===== src/rtl/lb_feeder_pkg.sv =====
// Shared definitions for the line-buffer feeder.
// layer_code field layout (also decoded by the line-buffer address generator):
//   [9:0] W words per row, [18:10] H data rows, [19] pad_en.
// Also holds the feeder FSM state encoding.
package lb_feeder_pkg;

    localparam int unsigned W_LSB   = 0;
    localparam int unsigned W_BITS  = 10;
    localparam int unsigned H_LSB   = 10;
    localparam int unsigned H_BITS  = 9;
    localparam int unsigned PAD_BIT = 19;

    typedef enum logic [2:0] {
        StIdle,
        StPadTop,
        StData,
        StPadBot,
        StDrain
    } feeder_state_e;

endpackage


===== src/rtl/lb_feeder_fifo.sv =====
// Output skid FIFO for lb_feeder. Synchronous, first-word fall-through read.
// Ports:
//   clk, reset    clock, synchronous active-low reset (flushes pointers/count)
//   push, wdata   write strobe and entry (ignored when full)
//   pop           read strobe (ignored when empty)
//   rdata         head entry, valid while empty==0
//   empty, count  status and occupancy
module lb_feeder_fifo #(
    parameter int unsigned depth = 4,
    parameter int unsigned width = 8
) (
    input  logic                     clk,
    input  logic                     reset,
    input  logic                     push,
    input  logic [width-1:0]         wdata,
    input  logic                     pop,
    output logic [width-1:0]         rdata,
    output logic                     empty,
    output logic [$clog2(depth):0]   count
);

    localparam int unsigned ptr_bits = $clog2(depth);
    localparam logic [ptr_bits:0] full_count = (ptr_bits + 1)'(depth);

    logic [width-1:0]    mem_q [depth];
    logic [ptr_bits-1:0] wr_ptr_q, rd_ptr_q;
    logic [ptr_bits:0]   count_q;
    logic                do_push, do_pop;

    assign do_push = push && (count_q != full_count);
    assign do_pop  = pop && (count_q != '0);

    always_ff @(posedge clk) begin
        if (do_push) begin
            mem_q[wr_ptr_q] <= wdata;
        end
    end

    always_ff @(posedge clk) begin
        if (!reset) begin
            wr_ptr_q <= '0;
            rd_ptr_q <= '0;
            count_q  <= '0;
        end else begin
            if (do_push) wr_ptr_q <= wr_ptr_q + ptr_bits'(1);
            if (do_pop)  rd_ptr_q <= rd_ptr_q + ptr_bits'(1);
            if (do_push && !do_pop) begin
                count_q <= count_q + (ptr_bits + 1)'(1);
            end else if (!do_push && do_pop) begin
                count_q <= count_q - (ptr_bits + 1)'(1);
            end
        end
    end

    assign rdata = mem_q[rd_ptr_q];
    assign empty = (count_q == '0);
    assign count = count_q;

endmodule


===== src/rtl/lb_feeder.sv =====
// Line-buffer feeder: reads a tile from the activation SRAM and streams 9-lane
// words with valid/ready, adding W-word zero rows above and below when pad_en.
// Ports:
//   clk, reset                 clock, synchronous active-low reset
//   start, layer_code, base_addr   frame request (accepted only when busy==0)
//   mem_re, mem_addr, mem_rdata    SRAM read port, data one cycle after mem_re
//   out, valid, ready          output stream; row_last/frame_last qualify words
//   busy, done                 frame in progress / one-cycle completion pulse
module lb_feeder
    import lb_feeder_pkg::*;
#(
    parameter int unsigned int_bits   = 13,
    parameter int unsigned LC_bits    = 20,
    parameter int unsigned ADDR_bits  = 12,
    parameter int unsigned FIFO_depth = 4
) (
    input  logic                          clk,
    input  logic                          reset,
    input  logic                          start,
    input  logic [LC_bits-1:0]            layer_code,
    input  logic [ADDR_bits-1:0]          base_addr,
    output logic                          mem_re,
    output logic [ADDR_bits-1:0]          mem_addr,
    input  logic [9*int_bits-1:0]         mem_rdata,
    output logic [8:0][int_bits-1:0]      out,
    output logic                          valid,
    input  logic                          ready,
    output logic                          row_last,
    output logic                          frame_last,
    output logic                          busy,
    output logic                          done
);

    localparam int unsigned data_bits = 9 * int_bits;
    localparam int unsigned cnt_bits  = $clog2(FIFO_depth) + 1;
    localparam int unsigned row_bits  = H_BITS + 1;

    feeder_state_e         state_q, state_d;
    logic [W_BITS-1:0]     w_q, w_d, col_q, col_d;
    logic [H_BITS-1:0]     h_q, h_d;
    logic                  pad_q, pad_d;
    logic [row_bits-1:0]   row_q, row_d, rows_total, last_row, data_last_row;
    logic [ADDR_bits-1:0]  addr_q, addr_d;
    logic                  done_q, done_d;
    // Slot issued last cycle; its word is written to the FIFO this cycle.
    logic                  infl_q, infl_pad_q, infl_rl_q, infl_fl_q;

    logic                  issue_state, issue, col_end, frame_end, drain_ok;
    logic [cnt_bits:0]     occ;
    logic                  fifo_pop, fifo_empty;
    logic [cnt_bits-1:0]   fifo_count;
    logic [data_bits+1:0]  fifo_wdata, fifo_rdata;

    assign rows_total    = {1'b0, h_q} + {{(row_bits - 2){1'b0}}, pad_q, 1'b0};
    assign last_row      = rows_total - row_bits'(1);
    assign data_last_row = pad_q ? {1'b0, h_q} : {1'b0, h_q} - row_bits'(1);

    assign issue_state = (state_q == StPadTop) || (state_q == StData) || (state_q == StPadBot);
    // Credit check counts the in-flight slot so the FIFO can never overflow.
    assign occ       = {1'b0, fifo_count} + (cnt_bits + 1)'(infl_q);
    assign issue     = issue_state && (occ < (cnt_bits + 1)'(FIFO_depth));
    assign col_end   = (col_q == w_q - W_BITS'(1));
    assign frame_end = col_end && (row_q == last_row);

    assign fifo_pop = !fifo_empty && ready;
    // Finish in the same cycle the final word leaves so done follows it by one cycle.
    assign drain_ok = !infl_q && (fifo_empty || (fifo_count == cnt_bits'(1) && fifo_pop));

    always_comb begin
        state_d = state_q;
        w_d     = w_q;
        h_d     = h_q;
        pad_d   = pad_q;
        col_d   = col_q;
        row_d   = row_q;
        addr_d  = addr_q;
        done_d  = 1'b0;
        unique case (state_q)
            StIdle: begin
                // done_q high means busy is still asserted this cycle.
                if (start && !done_q) begin
                    w_d    = layer_code[W_LSB +: W_BITS];
                    h_d    = layer_code[H_LSB +: H_BITS];
                    pad_d  = layer_code[PAD_BIT];
                    addr_d = base_addr;
                    col_d  = '0;
                    row_d  = '0;
                    if (w_d == '0 || h_d == '0) begin
                        state_d = StDrain;
                    end else if (pad_d) begin
                        state_d = StPadTop;
                    end else begin
                        state_d = StData;
                    end
                end
            end
            StPadTop, StData, StPadBot: begin
                if (issue) begin
                    col_d = col_end ? '0 : col_q + W_BITS'(1);
                    if (col_end) row_d = row_q + row_bits'(1);
                    if (state_q == StData) addr_d = addr_q + ADDR_bits'(1);
                    if (state_q == StPadTop && col_end) begin
                        state_d = StData;
                    end else if (state_q == StData && col_end && row_q == data_last_row) begin
                        state_d = pad_q ? StPadBot : StDrain;
                    end else if (state_q == StPadBot && frame_end) begin
                        state_d = StDrain;
                    end
                end
            end
            StDrain: begin
                if (drain_ok) begin
                    state_d = StIdle;
                    done_d  = 1'b1;
                end
            end
            default: state_d = StIdle;
        endcase
    end

    always_ff @(posedge clk) begin
        if (!reset) begin
            state_q    <= StIdle;
            w_q        <= '0;
            h_q        <= '0;
            pad_q      <= 1'b0;
            col_q      <= '0;
            row_q      <= '0;
            addr_q     <= '0;
            done_q     <= 1'b0;
            infl_q     <= 1'b0;
            infl_pad_q <= 1'b0;
            infl_rl_q  <= 1'b0;
            infl_fl_q  <= 1'b0;
        end else begin
            state_q    <= state_d;
            w_q        <= w_d;
            h_q        <= h_d;
            pad_q      <= pad_d;
            col_q      <= col_d;
            row_q      <= row_d;
            addr_q     <= addr_d;
            done_q     <= done_d;
            infl_q     <= issue;
            infl_pad_q <= (state_q != StData);
            infl_rl_q  <= col_end;
            infl_fl_q  <= frame_end;
        end
    end

    assign fifo_wdata = {infl_fl_q, infl_rl_q,
                         infl_pad_q ? {data_bits{1'b0}} : mem_rdata};

    lb_feeder_fifo #(
        .depth (FIFO_depth),
        .width (data_bits + 2)
    ) u_fifo (
        .clk   (clk),
        .reset (reset),
        .push  (infl_q),
        .wdata (fifo_wdata),
        .pop   (fifo_pop),
        .rdata (fifo_rdata),
        .empty (fifo_empty),
        .count (fifo_count)
    );

    assign valid    = !fifo_empty;
    // Mask the head so stale FIFO storage never shows on the outputs.
    assign {frame_last, row_last, out} = valid ? fifo_rdata : '0;
    assign mem_re   = issue && (state_q == StData);
    assign mem_addr = addr_q;
    assign busy     = (state_q != StIdle) || done_q;
    assign done     = done_q;

endmodule


===== config.mk =====
export PLATFORM = sky130hd
export DESIGN_NAME = lb_feeder
export DESIGN_NICKNAME = d
export VERILOG_FILES = /design/src/rtl/lb_feeder_pkg.sv /design/src/rtl/lb_feeder_fifo.sv /design/src/rtl/lb_feeder.sv
export SDC_FILE = /design/constraint.sdc
export NUM_CORES = 1
export LEC_CHECK = 0
export BUFFER_PORTS_ARGS = -buffer_cell sky130_fd_sc_hd__buf_2
export CAP_MARGIN = 20
export CORE_MARGIN = 3
export CORE_UTILIZATION = 60
export DETAILED_ROUTE_END_ITERATION = 8
export HOLD_SLACK_MARGIN = 0.15
export PLACE_DENSITY = 0.82
export SYNTH_ARGS = -nofsm -noshare
export SYNTH_HDL_FRONTEND = slang
export SYNTH_SLANG_ARGS = --single-unit

===== constraint.sdc =====
create_clock -name clk -period 8.05 [get_ports clk]
set_clock_uncertainty 0.15 [all_clocks]
set_input_delay 0.805 -clock clk [delete_from_list [all_inputs] [get_ports clk]]
set_output_delay 0.805 -clock clk [all_outputs]
set_load 0.1 [all_outputs]

# --- Yosys cells after proc, flatten, opt, wreduce, memory -nomap -nowiden ---
# Memory sizes are Yosys's and may differ from the RTL's. A register that Yosys moved wholly into a read port is not among the register bits.
# Cells that the tools add are included.
totals:
  reg_bits: 67
  mem_bits_rw: 476
  out_inout_bits: 135
  mem_count: 1
classes:
  n_addsub: 12
  order_cmp: 1
  eq_ne: 16
  mux: 31
  reduce_logical: 40
mem_list:
  columns: ["memory", "words", "word_bits", "read_ports", "rd_ports_with_merged_regs", "wr", "line_no", "text"]
  rows:
  - ["u_fifo.mem_q", 4, 119, 1, 1, 1, "lb_feeder_fifo.sv:25", "logic [width-1:0] mem_q [depth];"]
ops:
  columns: ["op", "n"]
  rows:
  - ["$mux 119", 1]
  - ["$mux 117", 1]
  - ["$mux 10", 6]
  - ["$pmux 10 s2", 2]
  - ["$mux 12", 3]
  - ["$eq 10x10->1", 3]
  - ["$mux 3", 10]
  - ["$pmux 12 s2", 1]
  - ["$add 10x1->10 const B", 2]
  - ["$sub 10x1->10 const B", 2]
  - ["$logic_and 1x1->1", 15]
  - ["$add 12x1->12 const B", 1]
  - ["$reduce_and 4->1", 3]
  - ["$add 9x2->10", 1]
  - ["$logic_not 10->1", 1]
  - ["$ne 2x2->1 const B", 5]
  - ["$sub 9x1->10 const B", 1]
  - ["$logic_not 9->1", 1]
  - ["$pmux 3 s3", 1]
  - ["$eq 3x1->1 const B", 2]
  - ["$eq 3x2->1 const B", 2]
  - ["$logic_not 3->1", 2]
  - ["$mux 2", 3]
  - ["$reduce_bool 3->1", 2]
  - ["other kinds (16)", 29]

# --- Logic depth before layout (Yosys ltp) ---
# Gate-level depths: netlist of run 1.
logic_depth:
  word_depth: 10
  depth_mapped: 14
  mapped_depth_nobuf: 14

# --- By module ---
# A second synthesis of run 1 with hierarchy kept.
hier_totals:
  hier_cells: 1451
  hier_area_um2: 23331.1
modules_own_cells:
  columns: ["mod", "n_inst", "cells_each", "area_each_um2"]
  rows:
  - ["lb_feeder_fifo", 1, 668, 17745.8]
  - ["lb_feeder", 1, 783, 5585.4]

# --- Least setup slack after synthesis of run 1 ---
# No wires, ideal clock.
synth_path:
  path_kind: "reg2reg"
  startpoint: "reg u_fifo.count_q[0], in the netlist u_fifo.count[0]"
  endpoint: "mem u_fifo.mem_q[0][0] (netlist name) (enable)"
  setup_ps: 492
  t_arrival_ps: 3849
  slack_ps: 3559
  path_stages_with_launch: 5
  n_path_buf: 0
  synth_period_minus_slack_ps: 4491
  cell_sequence: "dfxtp_1 > inv_1 > ha_1 > a21boi_1 > and2_1"
synth_between:
  elab_chain_len: 4
synth_lines:
  columns: ["item", "line_no", "text"]
  rows:
  - ["start, declared", "lb_feeder_fifo.sv:27", "logic [ptr_bits:0] count_q;"]
  - ["start signal, assigned", "lb_feeder_fifo.sv:48", "count_q <= count_q + (ptr_bits + 1)'(1);"]
  - ["start signal, assigned", "lb_feeder_fifo.sv:50", "count_q <= count_q - (ptr_bits + 1)'(1);"]
  - ["$ne 3x3->1", "lb_feeder_fifo.sv:30", "assign do_push = push && (count_q != full_count);"]
  - ["$logic_and 1x1->1", "lb_feeder_fifo.sv:30", null]
  - ["net u_fifo.do_push", "lb_feeder_fifo.sv:28", "logic do_push, do_pop;"]
  - ["$mux 1", "lb_feeder_fifo.sv:34", "if (do_push) begin"]
  - ["$mux 1 (implied by the code)", "lb_feeder_fifo.sv:35", "mem_q[wr_ptr_q] <= wdata;"]
  - ["end, declared", "lb_feeder_fifo.sv:25", null]
# The timed path passes the listed nets, and every way through them passes these cells.

==> results of run 1 <==
-- worst max path at each step --
stage,cells past startpoint,to
global route,4,out[82]
finish,4,out[82]
detailed placement,14,state_q[1]$_SDFFE_PN0P_
floorplan,4,u_fifo.mem_q[0][0]$_DFFE_PP_
global placement,14,state_q[1]$_SDFFE_PN0P_
CTS,4,out[82]
-- metrics by stage --
step	util [%]	hold WS, ns	cell area [um2]
2_1_floorplan	-	0.2883	23280
3_3_place_gp	66.35	0.2977	25170
3_5_place_dp	66.35	0.3148	25170
4_1_cts	70.50	0.2950	26740
5_1_grt	70.74	0.3164	26830
6_report	70.76	0.3242	26840
-- cell usage in the layout (no fill, tap or decap), types with 30 or more instances in the layout --
cell / netlist / final
a21oi_1: 31 / 31
mux4_2: 119 / 119
nor2b_1: 123 / 123
and2_1: 138 / 134
buf_2: 1 / 287
edfxtp_1: 476 / 476
nor2_1: 42 / 42
xnor2_1: 34 / 34
ha_1: 30 / 30
dfxtp_1: 69 / 66
clkbuf_16: 0 / 53
nand2_1: 65 / 65
-- critical path, delay by kind of cell, from the launching register on --
kind                   cells  cell delay, ns
AND/OR/NAND/NOR            1            0.20
buffers and inverters      2            1.16
multiplexers               1            0.61
flip-flops                 1            0.80
-- per-layer routing --
| metal | part of all wire (%) | vias up | global-route usage (%) |
|---|---|---|---|
| met1 | 39 | 6713 | 31.89 |
| met2 | 51 | 508 | 40.91 |
| met4 | 2.8 | 4 | 7.869 |
| met5 | 0.047 | - | 0 |
| met3 | 7.0 | 90 | 4.297 |
| li1 | - | 6062 | - |
-- area by class of cell --
| cell class | count | share of cell area [%] |
|---|---|---|
| sequential | 545 | 58.44 |
| multi-input combinational | 802 | 26.89 |
| timing repair buffer | 304 | 6.009 |
| clock buffer | 72 | 5.282 |
| tap | 511 | 2.382 |
| clock inverter | 22 | 0.5920 |
| inverter | 24 | 0.3356 |
| antenna | 7 | 0.06527 |
-- flip-flops by register name (all words and copies together) (netlist names), 3 cells and up, named ones only --
register      count
col_q            10
mem_addr         12
u_fifo.mem_q    476
row_q            10
state_q           3
w_q              10
h_q               9
u_fifo.count      3
-- kinds of logic after synthesis --
group | count (synthesis) | synth area share (%)
flip-flops | 545 | 67.34
AND/OR/NAND/NOR | 467 | 11.50
AO/OA/AOI/OAI | 126 | 3.967
multiplexers | 124 | 11.73
buffers and inverters | 105 | 1.731
XOR/XNOR | 54 | 2.032
adder cells (fa/ha/maj) | 31 | 1.699
==> impl_metrics.prom, run 1 <==
# TYPE chip_impl_metric gauge
chip_impl_metric{name="dieWidth",unit="um"} 203.0
chip_impl_metric{name="rr_worst_depth",unit=""} 15
chip_impl_metric{name="nets",unit=""} 1914
chip_impl_info{name="status",value="finished clean"} 1
chip_impl_metric{name="h-tree-depth",unit=""} 2
chip_impl_metric{name="worst_slack",unit="ns"} 3.704
chip_impl_metric{name="ys_ff_latch",unit=""} 545
chip_impl_metric{name="clkTransAtPathRegs",unit="ns"} 0.06
chip_impl_metric{name="drive_above_1_share",unit="%"} 29.17
chip_impl_metric{name="worst-path-max-fanout",unit=""} 46
chip_impl_metric{name="cts_resized",unit=""} 0
chip_impl_info{name="post_synth_top_area_cell",value="edfxtp_1"} 1
chip_impl_info{name="grt_setup_unrepaired",value="false"} 1
chip_impl_metric{name="place.port_buffers",unit=""} 287
chip_impl_metric{name="mappedNetlistNets",unit=""} 1636
chip_impl_metric{name="io_pins",unit=""} 288
chip_impl_metric{name="gp_congestion",unit=""} 0.8530
chip_impl_metric{name="initial_antenna_violation_count",unit=""} 9
chip_impl_metric{name="design.die.area",unit="um2"} 41190
chip_impl_metric{name="max_cap_viol",unit=""} 0
chip_impl_metric{name="ys_async_sr_fraction",unit="%"} 0
chip_impl_metric{name="post_synth.cell_area_avg",unit="um2"} 16.03
chip_impl_info{name="synth_top_cells_by_count",value="476 x edfxtp_1, 138 x and2_1, 123 x nor2b_1"} 1
chip_impl_metric{name="ys_types",unit=""} 67
chip_impl_metric{name="hpwl",unit="um"} 30110
chip_impl_metric{name="synthCells",unit=""} 1452
chip_impl_metric{name="grt.total_usage",unit="%"} 24.03
chip_impl_info{name="holdPathEnd",value="mem_addr[0]$_SDFFE_PN0P_"} 1
chip_impl_info{name="synth_top_cells_by_area",value="edfxtp_1 61%, mux4_2 12%, dfxtp_1 5.9%"} 1
chip_impl_info{name="clock-root-buffer",value="clkbuf_16"} 1
chip_impl_metric{name="num_vias",unit=""} 13380
chip_impl_metric{name="numClockSinks",unit=""} 545
chip_impl_metric{name="cts-root-to-sink-buffers",unit=""} 3
chip_impl_metric{name="clk-insertion-delay-late",unit="ns"} 0.59
chip_impl_metric{name="cp_data_required_time",unit="ns"} 7.09
chip_impl_metric{name="finalHoldViolCount",unit=""} 0
chip_impl_metric{name="synth_top_cell_area_share",unit="%"} 61.41
chip_impl_metric{name="final-max-slew-violation-count",unit=""} 0
chip_impl_info{name="worst_hold_startpoint",value="base_addr[0]"} 1
chip_impl_metric{name="grt_max_degree",unit=""} 76
chip_impl_metric{name="pre_antenna_drt_iters",unit=""} 5
chip_impl_metric{name="fin_crit_sh",unit="%"} 53.99
chip_impl_info{name="cts_tree",value="built"} 1
chip_impl_metric{name="num_cts_buffers",unit=""} 53
chip_impl_info{name="worst_setup_path_end_kind",value="output port"} 1
chip_impl_info{name="most_instantiated_flip_flop_cell_in_the_synthesis_netlist",value="edfxtp_1"} 1
chip_impl_metric{name="drt-vias-per-instance",unit=""} 5.849
chip_impl_info{name="worstPathCellList",value="buf_4, mux4_2, and2_1, buf_2"} 1
chip_impl_metric{name="yosys_warnings",unit=""} 0
chip_impl_metric{name="hold_fix_buffer_count_after_cts",unit=""} 0
chip_impl_info{name="rr_endpoint",value="state_q[1]$_SDFFE_PN0P_"} 1
chip_impl_metric{name="grt_pass1_wl",unit="um"} 77430
chip_impl_metric{name="worst_slew_pin_slew",unit="ns"} 0.9498
chip_impl_metric{name="grt_pass1_vias",unit=""} 13790
chip_impl_metric{name="min_period",unit="ns"} 4.346
chip_impl_metric{name="synth_sequential_area_ratio",unit="%"} 67.34
chip_impl_metric{name="placed_cells_incl_taps",unit=""} 2182
chip_impl_metric{name="area.sequential",unit="um2"} 15690
chip_impl_info{name="slowest_stage_cell_cp",value="buf_4"} 1
chip_impl_metric{name="mappedNetlistArea",unit="um2"} 23280
chip_impl_metric{name="drt-wirelength-per-cell",unit="um"} 21.53
chip_impl_info{name="holdCritPathClass",value="input pin to flop"} 1
chip_impl_metric{name="fillerInstances",unit=""} 2435
chip_impl_info{name="synth_most_common_cell",value="edfxtp_1"} 1
chip_impl_metric{name="stdcell_count",unit=""} 2287
chip_impl_metric{name="max_slew_margin",unit="%"} 36.68
chip_impl_metric{name="cp_data_arrival_time",unit="ns"} 3.39
chip_impl_metric{name="rows",unit=""} 71
chip_impl_info{name="crit_path_start_kind",value="flop"} 1
chip_impl_metric{name="floorplan.initialDensity",unit="%"} 61.36
chip_impl_metric{name="fp.coreArea",unit="um2"} 37930
chip_impl_metric{name="maximum_operating_frequency",unit="GHz"} 0.2301
chip_impl_metric{name="syn_to_final_growth",unit="%"} 15.30
chip_impl_metric{name="dp_worst_setup_slack",unit="ns"} 4.054
chip_impl_metric{name="routed_wl",unit="um"} 49240
chip_impl_metric{name="min_delay_path_depth",unit=""} 3
chip_impl_info{name="regToRegStartpoint",value="pad_q$_SDFFE_PN0P_"} 1
chip_impl_metric{name="initialDrtViolationCount",unit=""} 1011
chip_impl_metric{name="timing.critical_path.slowest_cell_delay",unit="ns"} 0.86
chip_impl_metric{name="chipHeight",unit="um"} 203.0
chip_impl_metric{name="rrSetupSlack",unit="ns"} 4.43
chip_impl_metric{name="grt_overflow",unit=""} 0
chip_impl_metric{name="postRouteAntennaNets",unit=""} 0
chip_impl_metric{name="drc",unit=""} 0
chip_impl_metric{name="post-cts-setup-buffer-count",unit=""} 0
chip_impl_metric{name="synth_enable_flop_cells",unit=""} 476
chip_impl_metric{name="multiInputGateArea",unit="um2"} 7217
chip_impl_metric{name="setup_tns",unit="ns"} 0
chip_impl_info{name="critical_setup_path_kind",value="flop to output port"} 1
chip_impl_metric{name="setup_viol",unit=""} 0
Power of run 1 is left out: the tool's default activity adds up to more than one toggle a clock period on the data nets, which glitch-free logic cannot reach.
==> inputs of run 2 (changes only) <==
--- a/config.mk
+++ b/config.mk
@@ -8,10 +8,10 @@
 export BUFFER_PORTS_ARGS = -buffer_cell sky130_fd_sc_hd__buf_2
 export CAP_MARGIN = 20
 export CORE_MARGIN = 3
-export CORE_UTILIZATION = 60
+export CORE_UTILIZATION = 58
 export DETAILED_ROUTE_END_ITERATION = 8
 export HOLD_SLACK_MARGIN = 0.15
-export PLACE_DENSITY = 0.82
+export PLACE_DENSITY = 0.8
 export SYNTH_ARGS = -nofsm -noshare
 export SYNTH_HDL_FRONTEND = slang
 export SYNTH_SLANG_ARGS = --single-unit
==> constraint.sdc (replaced) <==
create_clock -name clk -period 4 [get_ports clk]
set_clock_uncertainty 0.15 [all_clocks]
set_input_delay 0.4 -clock clk [delete_from_list [all_inputs] [get_ports clk]]
set_output_delay 0.4 -clock clk [all_outputs]
set_load 0.1 [all_outputs]
==> run 2 against run 1 <==
Net effect:
- final cell count up 7.1%
- flip-flop and latch count unchanged
- final area up 6.9%
- sequential share of layout area down 3.8 points
- hold slack worse by 0.073 ns
- register-to-register slack worse by 4.0 ns
- highest routed layer is now met4
==> impl_metrics.prom, run 2 (synthesis results as in run 1) <==
# TYPE chip_impl_metric gauge
chip_impl_metric{name="met1_length",unit="um"} 21170
chip_impl_info{name="clock-root-buffer",value="clkbuf_16"} 1
chip_impl_metric{name="timing.critical_path.slowest_cell_delay",unit="ns"} 0.44
chip_impl_info{name="worst_setup_path_end_kind",value="flop"} 1
chip_impl_metric{name="setup_tns",unit="ns"} 0
chip_impl_metric{name="met2_wl_post_dr",unit="um"} 28080
chip_impl_metric{name="rrSetupSlack",unit="ns"} 0.39
chip_impl_metric{name="clkTransAtPathRegs",unit="ns"} 0.07
chip_impl_info{name="rr_endpoint",value="state_q[1]$_SDFFE_PN0P_"} 1
chip_impl_metric{name="grt.total_usage",unit="%"} 25.76
chip_impl_metric{name="grt_overflow",unit=""} 0
chip_impl_metric{name="num_cts_buffers",unit=""} 54
chip_impl_info{name="regToRegStartpoint",value="pad_q$_SDFFE_PN0P_"} 1
chip_impl_info{name="status",value="finished clean"} 1
chip_impl_metric{name="place.port_buffers",unit=""} 287
chip_impl_info{name="holdCritPathClass",value="input pin to flop"} 1
chip_impl_info{name="crit_path_start_kind",value="flop"} 1
chip_impl_metric{name="cts-root-to-sink-buffers",unit=""} 3
chip_impl_metric{name="pre_antenna_drt_iters",unit=""} 5
chip_impl_metric{name="design.die.area",unit="um2"} 42570
chip_impl_metric{name="worst-path-max-fanout",unit=""} 8
chip_impl_metric{name="grt_pass1_wl",unit="um"} 83620
chip_impl_info{name="critical_path.most_common_cell",value="inv_1"} 1
chip_impl_metric{name="chipHeight",unit="um"} 206.3
chip_impl_metric{name="dieWidth",unit="um"} 206.3
chip_impl_info{name="crit_start",value="pad_q$_SDFFE_PN0P_"} 1
chip_impl_metric{name="worst-path-stages",unit=""} 15
chip_impl_metric{name="gp_congestion",unit=""} 0.8606
chip_impl_info{name="grt_setup_unrepaired",value="false"} 1
chip_impl_metric{name="worst_slew_pin_slew",unit="ns"} 1.001
chip_impl_metric{name="grt_max_degree",unit=""} 73
chip_impl_metric{name="clk-insertion-delay-late",unit="ns"} 0.60
chip_impl_metric{name="max_cap_viol",unit=""} 0
chip_impl_info{name="cts_tree",value="built"} 1
chip_impl_info{name="slowest_stage_cell_cp",value="dfxtp_1"} 1
chip_impl_metric{name="rows",unit=""} 72
chip_impl_metric{name="max_slew_margin",unit="%"} 33.29
chip_impl_metric{name="timing.hold.ws",unit="ns"} 0.2510
chip_impl_metric{name="post-cts-setup-buffer-count",unit=""} 0
chip_impl_metric{name="largest_reg_flops",unit=""} 476
chip_impl_metric{name="h-tree-depth",unit=""} 2
chip_impl_metric{name="drc",unit=""} 0
chip_impl_metric{name="drive_above_1_share",unit="%"} 27.35
chip_impl_metric{name="cp_data_arrival_time",unit="ns"} 3.98
chip_impl_info{name="layout.cells.most_common",value="edfxtp_1"} 1
chip_impl_metric{name="fp.coreArea",unit="um2"} 39190
chip_impl_metric{name="cts_resized",unit=""} 0
chip_impl_metric{name="min_period",unit="ns"} 3.614
chip_impl_metric{name="floorplan.initialDensity",unit="%"} 59.40
chip_impl_metric{name="grt_pass1_vias",unit=""} 14880
chip_impl_info{name="layout_common_cells",value="476 x edfxtp_1, 287 x buf_2, 150 x dlygate4sd3_1"} 1
chip_impl_metric{name="syn_to_final_growth",unit="%"} 23.24
chip_impl_metric{name="initial_antenna_violation_count",unit=""} 4
chip_impl_metric{name="worstPathBufferInverterCount",unit=""} 4
chip_impl_metric{name="drt-wirelength-per-cell",unit="um"} 22.40
chip_impl_metric{name="setup_viol",unit=""} 0
chip_impl_info{name="top_register",value="u_fifo.mem_q"} 1
chip_impl_metric{name="postRouteAntennaNets",unit=""} 0
chip_impl_metric{name="nets",unit=""} 2070
chip_impl_info{name="highest_metal_layer_with_signal_wires",value="met4"} 1
chip_impl_metric{name="final-max-slew-violation-count",unit=""} 0
chip_impl_metric{name="hold_fix_buffer_count_after_cts",unit=""} 150
chip_impl_metric{name="initialDrtViolationCount",unit=""} 1150
chip_impl_metric{name="num_vias",unit=""} 14250
chip_impl_info{name="worstPathCellList",value="inv_1, ha_1, inv_1, ha_1, inv_1, fa_1, o21bai_1, nand3b_1, a31oi_1, xnor2_1, a2111oi_0, buf_4, a21oi_1, or2_1, o31ai_1"} 1
chip_impl_metric{name="fin_crit_sh",unit="%"} 90.34
chip_impl_metric{name="routed_wl",unit="um"} 54850
chip_impl_metric{name="drt-vias-per-instance",unit=""} 5.820
chip_impl_metric{name="rr_worst_depth",unit=""} 15
chip_impl_metric{name="io_pins",unit=""} 288
chip_impl_info{name="path_delay_family",value="compound AO/OA/AOI/OAI gates"} 1
chip_impl_metric{name="numClockSinks",unit=""} 545
chip_impl_metric{name="hpwl",unit="um"} 31140
chip_impl_info{name="critical_setup_path_kind",value="flop to flop"} 1
chip_impl_metric{name="route.met3.wl",unit="um"} 3857
chip_impl_info{name="setup.worst_path.end",value="state_q[1]$_SDFFE_PN0P_"} 1
chip_impl_metric{name="cp_data_required_time",unit="ns"} 4.37
chip_impl_metric{name="finalHoldViolCount",unit=""} 0
chip_impl_metric{name="maximum_operating_frequency",unit="GHz"} 0.2767
==> run 2: changes by cell type in the layout (fill, tap and decap cells not counted), sizes merged <==
cell          change
dlygate4sd3     +150
buf               +6
bufinv            +3
clkinv            -3
diode             -3
clkinvlp          +2
dlymetal6s2s      -1
inv               +1
==> run 2: final cells by class <==
class                   instances  area [um2]
flip-flops and latches        545       15690
fillers                      2270       10500
multi-input cells             802        7217
repair buffers                459        3266
clock buffers                  72        1504
well taps                     518       648.1
clock inverters                25       265.3
inverters                      24       90.09
diodes                          4       10.01
==> run 2: metrics by stage <==
stage / area (um2) / instances / util [%] / worst slack, ns
2_1_floorplan: 23280 / 1452 / - / 0.7563
3_3_place_gp: 25410 / 2198 / 64.83 / 0.5886
3_5_place_dp: 25410 / 2198 / 64.83 / 0.4123
4_1_cts: 28680 / 2445 / 73.18 / 0.4214
5_1_grt: 28690 / 2449 / 73.20 / 0.07874
6_report: 28690 / 2449 / 73.20 / 0.3865
==> run 2: worst register-to-register path, cell delays in order (launching register included) <==
cell and delay, ns:
dfxtp_1 0.44, inv_1 0.13, ha_1 0.28, inv_1 0.06
ha_1 0.16, inv_1 0.06, fa_1 0.40, o21bai_1 0.22
nand3b_1 0.14, a31oi_1 0.19, xnor2_1 0.11, a2111oi_0 0.41
buf_4 0.20, a21oi_1 0.08, or2_1 0.27, o31ai_1 0.23
==> run 2: worst min-delay path by stage <==
stage | slack, ns | cells past startpoint | endpoint | start
after floorplan | 0.29 | 0 | u_fifo.mem_q[0][117]$_DFFE_PP_ | infl_rl_q$_SDFF_PN0_
after global placement | 0.30 | 0 | u_fifo.mem_q[3][117]$_DFFE_PP_ | infl_rl_q$_SDFF_PN0_
after detailed placement | 0.33 | 0 | u_fifo.mem_q[2][117]$_DFFE_PP_ | infl_rl_q$_SDFF_PN0_
after CTS | 0.21 | 3 | row_q[5]$_SDFFE_PN0P_ | reset
after global routing | 0.27 | 3 | row_q[5]$_SDFFE_PN0P_ | reset
final | 0.25 | 3 | row_q[5]$_SDFFE_PN0P_ | reset
==> run 2: metal layers <==
metal  global-route usage, %  vias to the layer above
met2                   44.10                      596
met1                   33.01                     7152
li1                        -                     6394
met5                       0                        -
met4                   10.30                        0
met3                   4.552                      112
Power of run 2 is left out for the same reason.
==> inputs of run 3 (changes only) <==
--- a/config.mk
+++ b/config.mk
@@ -5,13 +5,14 @@
 export SDC_FILE = /design/constraint.sdc
 export NUM_CORES = 1
 export LEC_CHECK = 0
+export ABC_AREA = 1
 export BUFFER_PORTS_ARGS = -buffer_cell sky130_fd_sc_hd__buf_2
 export CAP_MARGIN = 20
-export CORE_MARGIN = 3
+export CORE_MARGIN = 4
 export CORE_UTILIZATION = 58
 export DETAILED_ROUTE_END_ITERATION = 8
 export HOLD_SLACK_MARGIN = 0.15
-export PLACE_DENSITY = 0.8
+export PLACE_DENSITY = 0.79
 export SYNTH_ARGS = -nofsm -noshare
 export SYNTH_HDL_FRONTEND = slang
 export SYNTH_SLANG_ARGS = --single-unit
==> run 3 against run 2 <==
Net effect:
- non-clock buffer count rose by 9
- routed wire length rose by 13%
- count of clock-buffer cells in the layout fell by 9
- critical endpoint is now out[9]
==> impl_metrics.prom, run 3 <==
# TYPE chip_impl_metric gauge
chip_impl_metric{name="drt-vias-per-instance",unit=""} 5.585
chip_impl_metric{name="postRouteAntennaNets",unit=""} 0
chip_impl_metric{name="clkTransAtPathRegs",unit="ns"} 0.06
chip_impl_metric{name="grt_pass1_vias",unit=""} 18890
chip_impl_metric{name="synthCells",unit=""} 2411
chip_impl_metric{name="numClockSinks",unit=""} 545
chip_impl_metric{name="mappedNetlistNets",unit=""} 2595
chip_impl_metric{name="routed_wl",unit="um"} 62170
chip_impl_metric{name="max_cap_viol",unit=""} 0
chip_impl_metric{name="worst_slew_pin_slew",unit="ns"} 0.9419
chip_impl_metric{name="cts-root-to-sink-buffers",unit=""} 3
chip_impl_metric{name="final-max-slew-violation-count",unit=""} 0
chip_impl_metric{name="pre_antenna_drt_iters",unit=""} 6
chip_impl_metric{name="num_vias",unit=""} 18930
chip_impl_metric{name="ys_types",unit=""} 47
chip_impl_info{name="worstPathCellList",value="buf_12, nor2_1, nor2_1, o21ai_0, a21oi_1, buf_2"} 1
chip_impl_metric{name="grt_overflow",unit=""} 0
chip_impl_metric{name="setup_tns",unit="ns"} 0
chip_impl_metric{name="drt-wirelength-per-cell",unit="um"} 18.34
chip_impl_metric{name="h-tree-depth",unit=""} 2
chip_impl_metric{name="grt_pass1_wl",unit="um"} 96880
chip_impl_info{name="layout_common_cells",value="669 x nor2_1, 476 x edfxtp_1, 288 x o21ai_0"} 1
chip_impl_info{name="synth_top_cells_by_area",value="edfxtp_1 59%, nor2_1 11%, o21ai_0 6.0%"} 1
chip_impl_metric{name="grt_max_degree",unit=""} 129
chip_impl_metric{name="maximum_operating_frequency",unit="GHz"} 0.2871
chip_impl_metric{name="chipHeight",unit="um"} 211.8
chip_impl_metric{name="hold_fix_buffer_count_after_cts",unit=""} 151
chip_impl_metric{name="hpwl",unit="um"} 34460
chip_impl_metric{name="post_synth.cell_area_avg",unit="um2"} 9.988
chip_impl_metric{name="clk-insertion-delay-late",unit="ns"} 0.59
chip_impl_metric{name="worst-path-max-fanout",unit=""} 128
chip_impl_info{name="critical_setup_path_kind",value="flop to output port"} 1
chip_impl_metric{name="ys_ff_latch",unit=""} 545
chip_impl_metric{name="initial_antenna_violation_count",unit=""} 3
chip_impl_metric{name="ys_async_sr_fraction",unit="%"} 0
chip_impl_metric{name="finalHoldViolCount",unit=""} 0
chip_impl_info{name="cts_tree",value="built"} 1
chip_impl_metric{name="mappedNetlistArea",unit="um2"} 24080
chip_impl_metric{name="nets",unit=""} 2994
chip_impl_metric{name="gp_congestion",unit=""} 0.8888
chip_impl_metric{name="cp_data_arrival_time",unit="ns"} 2.93
chip_impl_metric{name="dieWidth",unit="um"} 211.8
chip_impl_metric{name="max_slew_margin",unit="%"} 37.21
chip_impl_metric{name="setup_viol",unit=""} 0
chip_impl_metric{name="io_pins",unit=""} 288
chip_impl_metric{name="num_cts_buffers",unit=""} 53
chip_impl_metric{name="design.die.area",unit="um2"} 44840
chip_impl_metric{name="fp.coreArea",unit="um2"} 40920
chip_impl_info{name="clock-root-buffer",value="clkbuf_16"} 1
chip_impl_metric{name="power_density",unit="nW/um2"} 834.8
chip_impl_info{name="path_delay_family",value="buffers and inverters"} 1
chip_impl_metric{name="utilization",unit="%"} 71.77
chip_impl_metric{name="irDropWorstVdd",unit="V"} 0.0008856
chip_impl_info{name="critical_path.most_common_cell",value="nor2_1"} 1
chip_impl_info{name="post_synth_top_area_cell",value="edfxtp_1"} 1
chip_impl_metric{name="synth_sequential_area_ratio",unit="%"} 65.09
chip_impl_info{name="synth_top_cells_by_count",value="674 x nor2_1, 476 x edfxtp_1, 288 x o21ai_0"} 1
chip_impl_metric{name="rows",unit=""} 74
chip_impl_metric{name="timing.hold.ws",unit="ns"} 0.2858
chip_impl_metric{name="floorplan.initialDensity",unit="%"} 58.84
chip_impl_info{name="layout.cells.most_common",value="nor2_1"} 1
chip_impl_metric{name="place.port_buffers",unit=""} 287
chip_impl_metric{name="leakagePower",unit="nW"} 11.75
chip_impl_info{name="slowest_stage_cell_cp",value="dfxtp_4"} 1
chip_impl_info{name="status",value="finished clean"} 1
chip_impl_metric{name="min_period",unit="ns"} 3.483
chip_impl_metric{name="worstPathBufferInverterCount",unit=""} 2
chip_impl_metric{name="syn_to_final_growth",unit="%"} 21.96
chip_impl_info{name="worst_setup_path_end_kind",value="output port"} 1
chip_impl_metric{name="initialDrtViolationCount",unit=""} 1628
chip_impl_metric{name="synth_enable_flop_cells",unit=""} 476
chip_impl_info{name="synth_most_common_cell",value="nor2_1"} 1
chip_impl_metric{name="cp_data_required_time",unit="ns"} 3.45
chip_impl_metric{name="yosys_warnings",unit=""} 0
chip_impl_metric{name="drive_above_1_share",unit="%"} 15.17
chip_impl_info{name="grt_setup_unrepaired",value="false"} 1
chip_impl_metric{name="largest_reg_flops",unit=""} 476
chip_impl_metric{name="cts_resized",unit=""} 0
chip_impl_metric{name="timing.critical_path.slowest_cell_delay",unit="ns"} 0.65
chip_impl_metric{name="fin_crit_sh",unit="%"} 87.06
chip_impl_metric{name="drc",unit=""} 0
chip_impl_info{name="holdCritPathClass",value="input pin to flop"} 1
chip_impl_info{name="top_register",value="u_fifo.mem_q"} 1
chip_impl_info{name="most_instantiated_flip_flop_cell_in_the_synthesis_netlist",value="edfxtp_1"} 1
chip_impl_info{name="crit_path_start_kind",value="flop"} 1
chip_impl_metric{name="synth_top_cell_area_share",unit="%"} 59.35
chip_impl_metric{name="grt.total_usage",unit="%"} 27.00
chip_impl_metric{name="post-cts-setup-buffer-count",unit=""} 0
run 3: cell count changes after synthesis, sizes merged, moves of 104 or more:
cell | before | now
nor2 | 42 | 680
and2 | 138 | 1
mux4 | 119 | 0
nor2b | 123 | 0
o21ai | 12 | 289
inv | 24 | 237
nand2 | 65 | 169
a21oi | 32 | 173
run 3: final timing paths:
kind                   startpoint                              to  slack, ns  cells after the start
max                          flop                          out[9]       0.52                      6
min                         start         state_q[1]$_SDFFE_PN0P_       0.29                      7
max reg2reg    pad_q$_SDFFE_PN0P_         state_q[0]$_SDFFE_PN0P_       0.69                     20
min reg2reg  infl_rl_q$_SDFF_PN0_  u_fifo.mem_q[3][117]$_DFFE_PP_       0.32                      0
run 3: metal layers:
metal,share of wire (%),global-route usage (%)
met1,39,34.69
met2,49,46.54
met3,8.7,4.549
met4,3.2,9.951
met5,0.016,0
run 3: through the flow:
stage                     instances  worst slack (ns)  cell area, um2  power (W)
after global routing           3389            0.2841           29370    0.02570
after floorplan                2411           -0.7283           24090    0.01706
after detailed placement       3136            0.7114           26090    0.01932
after CTS                      3387            0.5063           29370    0.02447
final                          3389            0.5174           29370    0.02452
after global placement         3136            0.7300           26090    0.01913
run 3: cells by family after synthesis:
group	count (synthesis)	synth area share [%]
compound gates	486	10.35
xor+xnor	31	1.127
fa+ha+maj	31	1.642
buf+inv	362	5.809
flops	545	65.09
simple gates	956	15.98
run 3: final cells by class:
class	instances	area (um2)
timing repair buffer	468	3298
multi-input combinational	1504	7046
inverter	238	905.9
sequential	545	15690
antenna	2	5.005
clock inverter	37	379.1
fill	2702	11550
tap	532	665.6
clock buffer	63	1385
run 3: worst register-to-register path: cells and delay by family, from the launching register on:
kind,cells,cell delay (ns)
adders and majority gates,3,0.83
AOI/OAI and AO/OA,2,0.32
buffers and inverters,4,0.35
and+or+nand+nor,11,1.05
DFF,1,0.49
run 3: power breakdown:
part           switching [W]  internal, W
registers           0.000399      0.00703
logic                0.00977      0.00229
clock network        0.00211      0.00293
Note: power is estimated with default switching activity, not from simulation.
